==> config.mk <==
export PLATFORM = sky130hd
export DESIGN_NAME = pipe_skid_buffer_flat
export DESIGN_NICKNAME = d
export VERILOG_FILES = /design/src/rtl/pipe_skid_buffer_if.sv /design/src/rtl/pipe_skid_buffer.sv /design/src/flat_wrapper.sv
export SDC_FILE = /design/constraint.sdc
export NUM_CORES = 1
export LEC_CHECK = 0
export BUFFER_PORTS_ARGS = -buffer_cell sky130_fd_sc_hd__buf_4
export CORE_AREA = 2 2 45 47
export CTS_CLUSTER_SIZE = 24
export DETAILED_ROUTE_END_ITERATION = 7
export DIE_AREA = 0 0 47 49
export HOLD_SLACK_MARGIN = 0.06
export PLACE_DENSITY = 0.78
export SETUP_SLACK_MARGIN = 0.1
export SLEW_MARGIN = 20
export SYNTH_ARGS = -nofsm -noshare
export SYNTH_HDL_FRONTEND = slang
export SYNTH_SLANG_ARGS = --single-unit
==> constraint.sdc <==
create_clock -name clk -period 3.6 [get_ports clk]
set_clock_uncertainty 0.05 [all_clocks]
set_input_delay 0.72 -clock clk [delete_from_list [all_inputs] [get_ports clk]]
set_output_delay 0.72 -clock clk [all_outputs]
set_load 0.05 [all_outputs]
==> src/rtl/pipe_skid_buffer_if.sv <==
// pipe_skid_buffer_if: valid/ready handshake bundle for both sides of the skid buffer
interface pipe_skid_buffer_if #(parameter int WIDTH = 8);
  logic             in_valid;
  logic             in_ready;
  logic [WIDTH-1:0] in_data;
  logic             out_valid;
  logic             out_ready;
  logic [WIDTH-1:0] out_data;
  modport master (output in_valid, in_data, out_ready, input in_ready, out_valid, out_data);
  modport slave  (input in_valid, in_data, out_ready, output in_ready, out_valid, out_data);
endinterface

==> src/rtl/pipe_skid_buffer.sv <==
// pipe_skid_buffer: two-entry registered handshake buffer with synchronous flush
module pipe_skid_buffer #(parameter int WIDTH = 8) (
  input  logic                 clk,
  input  logic                 reset_n,
  input  logic                 flush,
  pipe_skid_buffer_if.slave    bus,
  output logic [1:0]           count
);
  typedef enum logic [1:0] {EMPTY = 2'd0, ONE = 2'd1, FULL = 2'd2} state_t;
  state_t           r_state, w_next;
  logic [WIDTH-1:0] r_main, r_skid, w_main, w_skid;
  logic             r_in_ready, r_out_valid;
  logic             w_in_fire, w_out_fire;
  assign w_in_fire     = bus.in_valid & r_in_ready;
  assign w_out_fire    = r_out_valid & bus.out_ready;
  assign bus.in_ready  = r_in_ready;
  assign bus.out_valid = r_out_valid;
  assign bus.out_data  = r_main;
  assign count         = r_state;
  // next state and register loads; flush overrides every handshake
  always_comb begin
    w_next = r_state;
    w_main = r_main;
    w_skid = r_skid;
    if (flush) w_next = EMPTY;
    else case (r_state)
      EMPTY: if (w_in_fire) begin
        w_next = ONE;
        w_main = bus.in_data;
      end
      ONE: if (w_in_fire && w_out_fire) w_main = bus.in_data;
        else if (w_in_fire) begin
          w_next = FULL;
          w_skid = bus.in_data;
        end else if (w_out_fire) w_next = EMPTY;
      FULL: if (w_out_fire) begin
        w_next = ONE;
        w_main = r_skid;
      end
      default: w_next = EMPTY;
    endcase
  end
  // state and handshake flags registered so outputs never depend on out_ready combinationally
  always_ff @(posedge clk or negedge reset_n) begin
    if (!reset_n) begin
      r_state     <= EMPTY;
      r_main      <= '0;
      r_skid      <= '0;
      r_in_ready  <= 1'b1;
      r_out_valid <= 1'b0;
    end else begin
      r_state     <= w_next;
      r_main      <= w_main;
      r_skid      <= w_skid;
      r_in_ready  <= w_next != FULL;
      r_out_valid <= w_next != EMPTY;
    end
  end
endmodule

==> src/flat_wrapper.sv <==
// flat-port wrapper written by rule: the top's interface ports become plain ports
module pipe_skid_buffer_flat 
#(parameter int WIDTH = 8)
  (clk, reset_n, flush, count, bus_in_valid, bus_in_data, bus_out_ready, bus_in_ready, bus_out_valid, bus_out_data);
  pipe_skid_buffer_if #(.WIDTH(WIDTH)) bus_i ();
  input  logic clk;
  input  logic reset_n;
  input  logic flush;
  output logic [1:0] count;
  input wire logic [$bits(bus_i.in_valid)-1:0] bus_in_valid;
  input wire logic [$bits(bus_i.in_data)-1:0] bus_in_data;
  input wire logic [$bits(bus_i.out_ready)-1:0] bus_out_ready;
  output wire logic [$bits(bus_i.in_ready)-1:0] bus_in_ready;
  output wire logic [$bits(bus_i.out_valid)-1:0] bus_out_valid;
  output wire logic [$bits(bus_i.out_data)-1:0] bus_out_data;
  assign bus_i.in_valid = bus_in_valid;
  assign bus_i.in_data = bus_in_data;
  assign bus_i.out_ready = bus_out_ready;
  assign bus_in_ready = bus_i.in_ready;
  assign bus_out_valid = bus_i.out_valid;
  assign bus_out_data = bus_i.out_data;
  pipe_skid_buffer #(.WIDTH(WIDTH)) u_core (.clk(clk), .reset_n(reset_n), .flush(flush), .bus(bus_i), .count(count));
endmodule
==> summary.md <==
| Metric | Value |
|---|---|
| Run status | finished, final reports clean |
| Clock root buffer | clkbuf_4 |
| Hold_ws | about 0.23 ns |
| Share of the core filled with cells | a little over three fifths |
| Required @ worst endpoint | between 3 and 4 ns |
| Number of hold buffers added after cts | 0 |
| Cell count after synthesis | between 60 and 70 |
| Number of maximum-capacitance constraint violations | 0 |
| Number of rows created at floorplan | 16 |
| Maximum clock frequency | between 0.5 and 0.6 GHz |
| Leakage power summed over all cells | about 0.53 nW |
| Width of the die | around 47 µm |
| Height of the die | between 40 and 50 µm |
| Fillcell total | between 150 and 200 |
| Number of pins exceeding their max-slew limit in the final report | 0 |
| Number of antenna cells inserted | 0 |
| Effective utilization at floorplan | 49.80% |
| TritonCTS clock tree | done |
| Antenna violations before repair | 0 |
| Summed instance area of the synthesized netlist | 917.1 µm² |
| Max Buffers Root-to-Sink | 2 |
| Part of the Yosys area used for sequential elements | between 50% and 60% |
| Maximum vdd drop | approximately 0.00036 V |
| Headroom to the max-slew limit | a little over half |
| Count of buffers from port buffering | 24 |
| Total negative slack | 0 ns |
| Synth-to-Final Area Change | 26.88% |
| Sort of element at the start of the critical path | flip-flop |
| Detailed router's first-iteration violation count | 4 |
| Number of instances resized during post-cts repair | 0 |
| Layout cells sized above 1 | around three fifths |
| Number of failing setup endpoints in the final timing report | 0 |
| Std-Cell Core Area | about 1800 µm² |
| Number of iterations in the first detailed-routing pass | 4 |
| Yosys warning total | 0 |
| Mean instance size in the synthesized netlist | ~14 µm² |
| Maximum level of the CTS H-tree | 1 |
| Wire length of the first global-routing pass | roughly 2800 µm |
| Sort of element at the end of the critical path | flip-flop |
| Final Net Count | 106 |
| Type of the worst min-delay path | input port to asynchronous set/reset pin |
| Leading cell types by total area after synthesis | dfrtp_1, mux2_2, a221oi_4, dfstp_2, a21oi_1 |
| Actual transition at the worst max-transition pin | slightly below 0.7 ns |
| Number of distinct library cells after synthesis | 19 |
| Post-route DRC | 0 |
| Setup repair after global routing missed its margin | false |
| Clock-pin slew on the worst setup and hold paths | between 0.1 and 0.15 ns |
| Post-Syn Nets | between 70 and 80 |
| Combined global-route utilization of all metal layers | about 17% |
| Area share of the largest cell type after synthesis | 51.84% |
| Die ar. | roughly 2300 µm² |
| Aggregate routed wire length | roughly 1600 µm |
| Total congestion overflow | 0 |
| Vias | roughly 620 |
| Pin count of the biggest net entering global routing | 21 |
| Routed wire per std cell | 13.64 µm |
| Worst setup path category | flip-flop to flip-flop |
| Final period util | a little over half |
| Clock latency reported for the late side of the worst-skew pair | just under 0.3 ns |
| Clock Sinks | 20 |
| Minimum period implied by the final worst setup slack | between 1.5 and 2 ns |
| Buffers inserted during post-CTS setup optimization | 0 |
| Number of CTS-inserted buffers | 3 |
| Gp weighted congestion | 0.7275 |
| Number of ports placed on the die boundary | 25 |
| Number of flip-flops and latches in the synthesized netlist | 20 |
| Dominant cell type by area after synthesis | dfrtp_1 |
| Via/cell ratio | about 5.2 |
| Maximum fanout along the worst path | 9 |
| Total power divided by cell area | ~650 nW/µm² |
| Arrival time worst endpoint | 2.03 ns |
| Number of global-route vias before repair | between 600 and 700 |
| Antenna-violating nets left | 0 |
| Number of hold-slack violations in the final timing report | 0 |
| HPWL after detailed placement | approximately 1200 µm |
-- per-stage QoR --
step	instance area, µm²	power (mW)	setup slack [ns]	std cells
3_5_place_dp	1127	0.6347	1.578	115
3_3_place_gp	1127	0.6235	1.594	115
5_1_grt	1164	0.7952	1.610	119
4_1_cts	1164	0.7634	1.716	119
6_report	1164	0.7547	1.712	119
2_1_floorplan	917.1	0.5377	1.662	65
-- cell usage in the layout, fill, tap and decap left out, types with 3 or more instances in the layout --
cell      count
a21oi_1       4
clkbuf_4      3
mux2_2       24
buf_4        24
dfrtp_1      19
nand2_1       3
-- metal layers --
| metal | track usage (%) | part of all wire [%] | up-vias |
|---|---|---|---|
| met4 | 8.333 | 0.74 | 0 |
| met5 | 0 | 0 | - |
| met1 | 20.87 | 41 | 305 |
| li1 | - | - | 294 |
| met3 | 3.333 | 4.4 | 2 |
| met2 | 26.71 | 53 | 16 |
-- Yosys cell counts, drive strengths merged --
| master | count |
|---|---|
| mux2 | 24 |
| nand2b | 1 |
| a21boi | 1 |
| a211o | 1 |
| a21oi | 4 |
| a32oi | 1 |
| and4b | 1 |
| nand2 | 3 |
| dfstp | 1 |
| nor2b | 1 |
| and2 | 1 |
| o21bai | 1 |
| inv | 1 |
| a221oi | 1 |
| dfrtp | 19 |
| clkbuf | 1 |
| nand3b | 1 |
| or2 | 1 |
| o21ai | 1 |
-- final cells by class --
| class | instances | area (µm²) | share of cell area (%) |
|---|---|---|---|
| Multi-Input combinational cell | 43 | 407.9 | 35.05 |
| Timing Repair Buffer | 24 | 180.2 | 15.48 |
| Inverter | 1 | 3.754 | 0.3226 |
| Clock buffer | 4 | 36.28 | 3.118 |
| Tap cell | 27 | 33.78 | 2.903 |
| Sequential cell | 20 | 501.7 | 43.12 |
-- power breakdown --
part / switching (mW) / internal, mW
Combinational: 0.175 / 0.119
Sequential: 0.0376 / 0.294
Clock: 0.0675 / 0.0616
Total: 0.280 / 0.475
-- worst max-delay path: stages, from the launching register on --
cell and delay, ns:
dfrtp_1 0.48, nor2b_1 0.59, mux2_2 0.40, mux2_2 0.26
-- cells by family after synthesis --
| logic type | count (synthesis) | synth area share, % |
|---|---|---|
| buf+inv | 2 | 0.8178 |
| compound gates | 10 | 9.142 |
| mux | 24 | 29.47 |
| simple gates | 9 | 5.868 |
| flops | 20 | 54.71 |
-- state kept, by name (all words and copies together), names as in the netlist --
name,flops
u_core.bus.out_data,8
u_core.r_skid,8
u_core.count,2
u_core.bus.in_ready,1
u_core.bus.out_valid,1
-- final timing paths --
| path | from | end | slack [ns] | depth (start not counted) |
|---|---|---|---|---|
| setup / recovery | u_core.count[1] | u_core.bus.out_data[4] | 1.71 | 3 |
| hold / removal | reset_n | u_core.r_skid[0] | 0.23 | 1 |
| setup reg to reg | u_core.count[1] | u_core.bus.out_data[4] | 1.71 | 3 |
| min in group clk | u_core.r_skid[0] | u_core.r_skid[0] | 0.47 | 1 |
| max in group asynchronous | reset_n | u_core.bus.in_ready | 3.01 | 1 |
| hold reg to reg | u_core.r_skid[0] | u_core.r_skid[0] | 0.47 | 1 |
Power figures use the tool's default switching activity.
